**config.mk**
```make
export PLATFORM = sky130hd
export DESIGN_NAME = if_id_queue
export DESIGN_NICKNAME = d
export VERILOG_FILES = /design/src/rtl/fetch_pkg.sv /design/src/rtl/if_id_queue_popcount_contig.sv /design/src/rtl/if_id_queue.sv
export SDC_FILE = /design/constraint.sdc
export NUM_CORES = 1
export LEC_CHECK = 0
export CORE_UTILIZATION = 60
export CTS_CLUSTER_SIZE = 8
export DETAILED_ROUTE_END_ITERATION = 8
export DONT_BUFFER_PORTS = 1
export PLACE_DENSITY = 0.85
export SYNTH_ARGS = -nofsm -noshare
export SYNTH_HDL_FRONTEND = slang
export SYNTH_SLANG_ARGS = --single-unit
```
**constraint.sdc**
```tcl
create_clock -name clk -period 7.62 [get_ports clk]
set_input_delay 0.762 -clock clk [delete_from_list [all_inputs] [get_ports clk]]
set_output_delay 0.762 -clock clk [all_outputs]
set_load 0.01 [all_outputs]
```
**src/rtl/fetch_pkg.sv**
```systemverilog
// Shared front-end types and constants.
// Used by the IF->ID instruction queue.
package fetch_pkg;

  localparam int FQ_XLEN = 32;

  localparam logic [31:0] NOP = 32'h00000013;

  typedef struct packed {
    logic [FQ_XLEN-1:0] pc;
    logic [FQ_XLEN-1:0] instr;
  } fq_entry_t;

endpackage

```
**src/rtl/if_id_queue_popcount_contig.sv**
```systemverilog
// Contiguous lane-mask to lane count.
// Flags masks with holes in simulation.
module popcount_contig #(
  parameter int LANES = 2,
  parameter int NW    = $clog2(LANES + 1)
) (
  input  logic [LANES-1:0] mask,
  output logic [NW-1:0]    n
);

  logic contig;

  // Count set lanes and confirm no set lane follows a clear one.
  always_comb begin
    n      = '0;
    contig = 1'b1;
    for (int i = 0; i < LANES; i++) begin
      n = n + NW'(mask[i]);
      if (i > 0 && mask[i] && !mask[i-1])
        contig = 1'b0;
    end
    assert (contig)
      else $error("enq_mask is not contiguous from lane 0");
  end

endmodule

```
**src/rtl/if_id_queue.sv**
```systemverilog
// IF->ID instruction queue: a circular buffer
// of {pc, instr} with multi-lane enq and deq.
module if_id_queue
  import fetch_pkg::*;
#(
  parameter int LANES = 2,
  parameter int DEPTH = 8,
  parameter int XLEN  = 32,
  parameter int NW    = $clog2(LANES + 1)
) (
  input  logic                  clk,
  input  logic                  reset,
  input  logic                  flush,
  input  logic                  enq_valid,
  input  logic [LANES-1:0]      enq_mask,
  input  logic [XLEN-1:0]       enq_pc,
  input  logic [LANES*XLEN-1:0] enq_instr,
  output logic                  enq_ready,
  output logic [LANES-1:0]      deq_valid,
  output logic [LANES*XLEN-1:0] deq_pc,
  output logic [LANES*XLEN-1:0] deq_instr,
  input  logic [NW-1:0]         deq_count
);

  localparam int PW = $clog2(DEPTH);
  localparam int CW = $clog2(DEPTH + 1);

  fq_entry_t mem_q [DEPTH];

  logic [PW-1:0] head_q, head_d;
  logic [PW-1:0] tail_q, tail_d;
  logic [CW-1:0] count_q, count_d;

  logic [NW-1:0] enq_n;
  logic [CW-1:0] enq_add;
  logic [CW-1:0] deq_n;
  logic [CW-1:0] deq_req;
  logic          enq_fire;
  fq_entry_t     wr_ent [LANES];

  popcount_contig #(
    .LANES (LANES),
    .NW    (NW)
  ) u_popcnt (
    .mask (enq_mask),
    .n    (enq_n)
  );

  // Readiness uses current occupancy only; no same-cycle drain credit.
  always_comb begin
    enq_ready = (count_q <= CW'(DEPTH - LANES));
    enq_fire  = enq_valid && enq_ready && !flush;
    enq_add   = enq_fire ? CW'(enq_n) : '0;
    deq_req   = CW'(deq_count);
    deq_n     = (deq_req > count_q) ? count_q : deq_req;
  end

  // Next pointer and occupancy; flush wins over both enq and deq.
  always_comb begin
    head_d  = head_q + PW'(deq_n);
    tail_d  = tail_q + PW'(enq_add);
    count_d = count_q + enq_add - deq_n;
    if (flush) begin
      head_d  = '0;
      tail_d  = '0;
      count_d = '0;
    end
  end

  // Pointer and occupancy registers.
  always_ff @(posedge clk or posedge reset) begin
    if (reset) begin
      head_q  <= '0;
      tail_q  <= '0;
      count_q <= '0;
    end else begin
      head_q  <= head_d;
      tail_q  <= tail_d;
      count_q <= count_d;
    end
  end

  // Per-lane write entries; lane i PC is the group PC plus 4*i.
  always_comb begin
    for (int i = 0; i < LANES; i++) begin
      wr_ent[i].pc    = FQ_XLEN'(enq_pc + XLEN'(4 * i));
      wr_ent[i].instr = FQ_XLEN'(enq_instr[i*XLEN +: XLEN]);
    end
  end

  // Storage is not reset; only lanes below enq_n are written.
  always_ff @(posedge clk) begin
    if (enq_fire) begin
      for (int i = 0; i < LANES; i++) begin
        if (NW'(i) < enq_n)
          mem_q[tail_q + PW'(i)] <= wr_ent[i];
      end
    end
  end

  // Oldest entries on output lanes; empty lanes show pc 0 and NOP.
  always_comb begin
    deq_valid = '0;
    for (int i = 0; i < LANES; i++) begin
      deq_pc[i*XLEN +: XLEN]    = '0;
      deq_instr[i*XLEN +: XLEN] = XLEN'(NOP);
      if (CW'(i) < count_q) begin
        deq_valid[i]              = 1'b1;
        deq_pc[i*XLEN +: XLEN]    = XLEN'(mem_q[head_q + PW'(i)].pc);
        deq_instr[i*XLEN +: XLEN] = XLEN'(mem_q[head_q + PW'(i)].instr);
      end
    end
  end

  // Decode may never consume more than is queued.
  assert property (@(posedge clk) disable iff (reset || flush)
    deq_req <= count_q)
    else $error("deq_count exceeds queue occupancy");

endmodule

```
Word-level counts from Yosys, hierarchy flattened:

Memories as Yosys holds them, arrays and structs flattened.
Cells that the tools add are included.

* register bits: 10
* bits in writable memories: 512
* bits of input ports: 104
* output and inout port bits: 131
* memories: 1

Memory list
* mem_q: words 8, bits a word 64, read ports 2, clocked after memory_dff 0, write ports 2, RTL line if_id_queue.sv:28 `fq_entry_t mem_q [DEPTH];`

* $add $sub $neg: 8
* order comparisons: 6
* muxes and demuxes: 17
* reduce and logical (&&, ||, !) cells: 3

Operators by type and width (count)
* $mux 32: 4
* $add 32x3->32 const B: 1
* $lt 1x4->1 const A: 2
* $mux 1: 8
* $mux 4: 2
* $add 3x1->3 const B: 2
* $mux 3: 2
* $add 4x2->4: 1
* $gt 2x4->1: 1
* $le 4x3->1 const B: 1
* $lt 1x2->1 const A: 2
* $sub 4x4->4: 1
* $add 3x2->3: 1
* $add 3x3->3: 1
* $add 1x1->2: 1
* $logic_and 1x1->1: 2
* $mux 2: 1
* $logic_not 1->1: 1

Longest topological paths before layout:

Gate-level depths: netlist of run 1.

* depth in word-level cells: 7
* mapped depth: 13

By module:

A second synthesis of run 1 with hierarchy kept.

* cells, all modules: 2800
* area total of the unflattened synthesis: 31371.3 um^2

Modules (own cells, without submodules)
* if_id_queue: times used 1, cells each 2799, area each 31358.8 um^2, sequential area each 15625.0 um^2
* popcount_contig: times used 1, cells each 1, area each 12.5 um^2, sequential area each 0.0 um^2

Worst setup path before layout of run 1:

OpenSTA, ideal clock, no wires.

* path kind: in2reg
* from: input enq_mask[0]
* to: memory mem_q[0][0] (netlist name) (enable)
* library setup time: 0.581 ns
* arrival time: 6.194 ns
* setup slack: 0.845 ns
* cell stages on the path: 5
* cells stage by stage: inv_1 > ha_1 > nor4b_1 > nand2b_1 > o31ai_1

RTL lines
* start, declared: RTL line if_id_queue.sv:15 `input logic [LANES-1:0] enq_mask,`
* end, declared: RTL line if_id_queue.sv:28

Final worst setup path of run 1:

* from: register head_q[1]
* to: output deq_pc[45]

* longest elaborated chain between the ends: 3

Ends and longest elaborated chain
* start, declared: RTL line if_id_queue.sv:30 `logic [PW-1:0] head_q, head_d;`
* start signal, assigned: RTL line if_id_queue.sv:73 `head_q <= '0;`
* start signal, assigned: RTL line if_id_queue.sv:77 `head_q <= head_d;`
* $add 3x1->3: RTL line if_id_queue.sv:109 `deq_pc[i*XLEN +: XLEN] = XLEN'(mem_q[head_q + PW'(i)].pc);`
* $mem_v2 8x64
* $mux 32: RTL line if_id_queue.sv:107 `if (CW'(i) < count_q) begin`
* end, declared: RTL line if_id_queue.sv:20 `output logic [LANES*XLEN-1:0] deq_pc,`

No other way between the ends.

==> results.py, run 1 <==
metrics = {
    "setup_path": {
        "cp-end-kind": "output pin",
        "critPathKind": "flop to output pin",
        "r2r.worst_path.cells": 7,
        "crit_path_start_kind": "flop",
        "critPathMaxFanout": 58,
        "cp.required_ns": 6.86,
        "cp.arrival_ns": 4.48,
    },
    "timing": {
        "fin_skew_ns": 0.02221,
        "clock.fmax_mhz": 190.8,
        "period_share_pct": 68.78,
        "worstMarginPinSlew_ns": 1.355,
        "setup_violations": 0,
        "finalHoldViolations": 0,
        "fin_crit_ns": 5.241,
        "finalSetupTns_ns": 0,
        "layout_setup_ws_ns": 2.379,
        "rsz0062_at_grt": "false",
        "drv_slew": 0,
        "max_slew_margin_pct": 9.529,
    },
    "synth": {
        "ys_ff_latch": 522,
        "syn_area_per_cell_um2": 11.25,
        "yosysTopAreaCell": "edfxtp_1",
        "syn_area_mm2": 0.03142,
        "syn_nets": 2916,
        "synth_edf_count": 512,
        "netlist.area_leader.share_pct": 48.93,
        "synth_warnings": 0,
        "synth.area.top_cells": "edfxtp_1, mux4_2, nand2_1",
        "synth-seq-area-share_pct": 49.73,
        "ys_async_sr_fraction_pct": 1.916,
        "syn_inst": 2792,
        "yosys.cell_types.count": 46,
        "synth_flop_cell": "edfxtp_1",
    },
    "floorplanning": {
        "start_util_pct": 61.00,
        "die_w_um": 230.8,
        "rows": 83,
        "die_h_um": 230.8,
        "die-area_mm2": 0.05329,
        "io_pins": 235,
        "core_mm2": 0.05151,
    },
    "global_route": {
        "grt_pass1_vias": 23700,
        "grt_max_degree": 146,
        "antenna_found_initial": 2,
        "track_usage_pct": 36.56,
        "grt_pass1_wl_um": 143300,
        "overflow": 0,
    },
    "route": {
        "wire_per_inst_um": 29.12,
        "viasPerCell": 6.966,
        "vias": 23220,
        "antenna_left": 0,
        "drtPass1Iterations": 6,
        "drtIter0Drc": 3649,
        "drc_errors": 0,
        "wl_um": 97100,
    },
    "cells_and_area": {
        "finish.utilization_pct": 65.22,
        "mostFrequentLayoutCells": "nand2_1, edfxtp_1, mux4_2",
        "area_delta_synth_final_pct": 6.921,
        "drive_above_1_share_pct": 16.43,
        "layout.nets": 2763,
        "final_common_cell": "nand2_1",
        "fin_cells": 3334,
        "fillers": 3587,
    },
    "placement": {
        "pre_cts_ws_ns": 3.145,
        "port-buffer-count": 0,
        "place_inst": 3242,
        "place.gp.congestion": 0.8454,
        "dp_hpwl_um": 54070,
    },
    "power_and_ir_drop": {
        "ir_drop_mv": 0.3056,
        "fin_total_pwr_w": 0.01139,
        "power_density_mw_per_mm2": 338.9,
        "p_leak_nw": 11.90,
    },
    "outcome": {
        "status": "completed",
    },
    "clock_tree": {
        "cts_buffers": 75,
        "cts.reportedPaths.clkPinSlew_ns": 0.05,
        "postCtsSetupRepairBufs": 0,
        "cts_root_buf": "clkbuf_16",
        "hold_buffers": 0,
        "htreeDepth": 3,
        "clock_latency_ns": 0.62,
        "tritoncts": "built",
        "cts.path.max_buffers": 3,
        "cts.sinks": 522,
        "ctsResizeCount": 0,
    },
    "job": {
        "cap_viol_max_count": 0,
    },
    "hold_path": {
        "hp-class": "input pin to asynchronous set/reset pin",
    },
}
==> cells in the mapped netlist, types with 9 or more instances <==
cell      instances
a21oi_1          62
buf_1            22
buf_2            42
buf_4            45
clkbuf_1        142
clkbuf_2         24
dfrtp_1          10
edfxtp_1        512
ha_1             17
inv_1            16
mux2i_1          64
mux4_2          256
nand2_1        1042
nand3_1          14
nand4_1           9
nor2_1          190
xnor2_1         117
xor2_1          125
==> worst paths after layout <==
check,startpoint,endpoint,slack [ns]
min in group clk,flush,head_q[1],0.20
worst max register to register,tail_q[0],mem_q[4][58],3.51
worst max-delay path,head_q[1],deq_pc[45],2.38
max in group asynchronous,reset,head_q[2],7.29
worst min-delay path,reset,head_q[1],0.01
worst min register to register,tail_q[2],tail_q[2],0.70
==> metrics by stage <==
step	cell area [µm²]	hold WS, ns
3_3_place_gp	31570	0.6386
6_report	33600	0.01017
4_1_cts	33590	0.01032
2_1_floorplan	31420	0.5892
5_1_grt	33600	0.04091
3_5_place_dp	31570	0.6575
==> area by class of cell <==
type                    instances  area, µm²  area share (%)
flip-flops and latches        522      15640           46.54
clock buffers                  85       1967           5.855
inverters                      18      67.56          0.2011
well taps                     680      850.8           2.532
clock inverters                 6      60.06          0.1788
diodes                          1      2.502        0.007449
repair buffers                 47      365.4           1.087
multi-input cells            1975      14650           43.60
==> cell families after synthesis <==
family | count (synthesis) | synth area share [%]
AND/OR/NAND/NOR | 1317 | 16.64
XOR/XNOR | 242 | 6.746
buffers and inverters | 295 | 4.372
AO/OA/AOI/OAI | 75 | 1.226
adder cells (fa/ha/maj) | 20 | 0.8681
flip-flops | 522 | 49.73
multiplexers | 321 | 20.42
==> registers in the layout, summed over array words and instances, names as in the netlist <==
register / flops
mem_q: 512
count_q: 4
tail_q: 3
head_q: 3
==> worst max-delay path, stage by stage, from the launching register on <==
cell and delay, ns:
dfrtp_4 1.10, ha_4 0.29, xor2_4 1.01, buf_4 0.71, nand2_1 0.15, a21oi_1 0.51
==> metal layers <==
metal	vias up	track usage, %	wire length, µm
met5	-	0	0
met4	0	23.97	6715
met3	544	10.56	15270
met1	11160	45.28	30870
li1	9361	-	-
met2	2163	56.26	44250
==> where the power goes <==
group          internal [W]  switching (W)  total (W)  leakage (nW)
clock               0.00180        0.00122    0.00302         0.996
combinational       0.00203        0.00285    0.00488          6.16
sequential          0.00325       0.000241    0.00349          4.75
No activity file was read; power rests on OpenSTA's default activity.
==> run 2: changes to the inputs <==
==> constraint.sdc (replaced) <==
create_clock -name clk -period 5.2 [get_ports clk]
set_input_delay 0.52 -clock clk [delete_from_list [all_inputs] [get_ports clk]]
set_output_delay 0.52 -clock clk [all_outputs]
set_load 0.01 [all_outputs]
==> run 2 against run 1 <==
Compared with the run above:
- critical endpoint is now deq_instr[35]
- sequential power grew 44%
- clock skew grew 0.0041 ns
- final area grew 0.66%
==> results.py, run 2 (synthesis gave the netlist of run 1 again) <==
metrics = {
    "outcome": {
        "status": "completed",
    },
    "setup_path": {
        "cpMaxStageDelayCell": "dfrtp_4",
        "r2r-end": "mem_q[2][22]",
        "crit_path_start_kind": "flop",
        "cp.buffers_inverters": 1,
        "critPathMaxFanout": 35,
        "reg2reg_from": "tail_q[0]",
        "critPathKind": "flop to output pin",
        "critical-path-max-stage-delay_ns": 0.81,
        "cp-end-kind": "output pin",
        "crit_chain": "ha_4 -> xor2_4 -> buf_4 -> nand2_1 -> a21oi_1",
        "cp.arrival_ns": 3.53,
        "cpLargestDelayFamily": "flip-flops",
        "r2r.worst_path.cells": 6,
        "r2r_slack_ns": 1.46,
        "cp.required_ns": 4.68,
    },
    "timing": {
        "rsz0062_at_grt": "false",
        "period_share_pct": 77.82,
        "worstMarginPinSlew_ns": 1.254,
        "setup_violations": 0,
        "max_slew_margin_pct": 16.15,
        "whs_ns": 0.01278,
        "clock.fmax_mhz": 247.1,
        "layout_setup_ws_ns": 1.153,
        "fin_skew_ns": 0.02635,
        "fin_crit_ns": 4.047,
        "drv_slew": 0,
        "finalHoldViolations": 0,
    },
    "route": {
        "drtIter0Drc": 3197,
        "wire_per_inst_um": 29.03,
        "antenna_left": 0,
        "drtPass1Iterations": 6,
        "wl_um": 97600,
        "drc_errors": 0,
        "viasPerCell": 6.963,
        "vias": 23410,
    },
    "power_and_ir_drop": {
        "pwr-share-seq_pct": 29.7,
        "p_sw_share_pct": 37.78,
        "p_comb_share_pct": 43.3,
        "p_switching_w": 0.006374,
        "power.internal_w": 0.01050,
        "clkPwrFrac_pct": 27.0,
        "power_density_mw_per_mm2": 498.8,
        "p_leak_nw": 11.97,
        "ir_drop_mv": 0.5409,
    },
    "cells_and_area": {
        "reg.largest.list": "mem_q x512, count_q x4",
        "layout.nets": 2770,
        "area_delta_synth_final_pct": 7.630,
        "drive_above_1_share_pct": 16.37,
        "mostFrequentLayoutCells": "nand2_1, edfxtp_1, mux4_2",
        "diodes": 0,
        "top_register": "mem_q",
        "largest_reg_flops": 512,
        "final_common_cell": "nand2_1",
    },
    "placement": {
        "port-buffer-count": 0,
        "pre_cts_ws_ns": 1.593,
        "dp_hpwl_um": 56090,
        "place.gp.congestion": 0.8729,
    },
    "floorplanning": {
        "die-area_mm2": 0.05329,
        "start_util_pct": 61.00,
        "rows": 83,
        "io_pins": 235,
        "core_mm2": 0.05151,
        "die_w_um": 230.8,
        "die_h_um": 230.8,
    },
    "clock_tree": {
        "postCtsSetupRepairBufs": 0,
        "cts_buffers": 75,
        "cts.path.max_buffers": 3,
        "tritoncts": "built",
        "cts.reportedPaths.clkPinSlew_ns": 0.05,
        "htreeDepth": 3,
        "cts_root_buf": "clkbuf_16",
        "cts.sinks": 522,
        "clock_latency_ns": 0.63,
    },
    "hold_path": {
        "min_from": "enq_pc[0]",
        "hold_end": "mem_q[7][32]",
        "hp-class": "input pin to flop",
        "min_path_cells": 0,
    },
    "global_route": {
        "overflow": 0,
        "grt_max_degree": 124,
        "track_usage_pct": 37.04,
        "grt_pass1_vias": 24560,
        "grt_pass1_wl_um": 145500,
        "antenna_found_initial": 2,
    },
    "job": {
        "cap_viol_max_count": 0,
    },
}
-- run 2: power groups by stage --
| stage | Clock (W) | Sequential, W | Combinational, W |
|---|---|---|---|
| 5_1_grt | 0.00469 | 0.00503 | 0.00768 |
| 3_5_place_dp | 0 | 0.00509 | 0.00716 |
| 2_1_floorplan | 0 | 0.00489 | 0.00565 |
| 3_3_place_gp | 0 | 0.00507 | 0.00704 |
| 6_report | 0.00455 | 0.00501 | 0.00731 |
| 4_1_cts | 0.00453 | 0.00501 | 0.00724 |
-- run 2: area by class of cell --
class                      count  area (µm²)
fill                        3418       17690
sequential                   522       15640
multi-input combinational   1975       14650
clock buffer                 108        2064
tap                          680       850.8
timing repair buffer          54       488.0
inverter                      18       67.56
clock inverter                 5       65.06
-- run 2: stage by stage --
stage          instances  cell area [µm²]  power [W]  setup TNS, ns  utilization [%]
6_report            3362            33820    0.01687              0            65.66
5_1_grt             3362            33820    0.01740              0            65.66
3_5_place_dp        3246            31660    0.01225              0            61.46
2_1_floorplan       2792            31430    0.01054        -295.18                -
3_3_place_gp        3246            31660    0.01211              0            61.46
4_1_cts             3362            33820    0.01678              0            65.66
-- run 2: worst reg2reg max path: stages (launching register included) --
cell	delay, ns
dfrtp_1	0.61
ha_1	0.86
nand2_1	0.31
nor3_4	1.02
buf_4	0.56
nand2_1	0.14
nand2_1	0.09
-- run 2: what timing repair did --
| item | in CTS | in global routing |
|---|---|---|
| endpoints found under the hold margin | 28 | 0 |
| gates resized for setup | 0 | 0 |
| hold buffers | 3 | 0 |
-- run 2: routing by layer --
layer	track usage, %	routed length [µm]
met4	24.19	6224
met1	44.89	30420
met5	0	18
met3	11.51	15480
met2	57.53	45450
-- run 2: worst max-delay path by stage --
| stage | slack, ns | start | endpoint | depth (start not counted) |
|---|---|---|---|---|
| 3_3_place_gp | 1.57 | count_q[3] | mem_q[5][56] | 8 |
| 6_report | 1.15 | head_q[1] | deq_instr[35] | 5 |
| 3_5_place_dp | 1.59 | count_q[2] | mem_q[5][58] | 7 |
| 5_1_grt | 1.06 | head_q[1] | deq_instr[41] | 5 |
| 4_1_cts | 1.10 | head_q[1] | deq_instr[44] | 5 |
| 2_1_floorplan | -1.16 | count_q[2] | mem_q[3][0] | 6 |
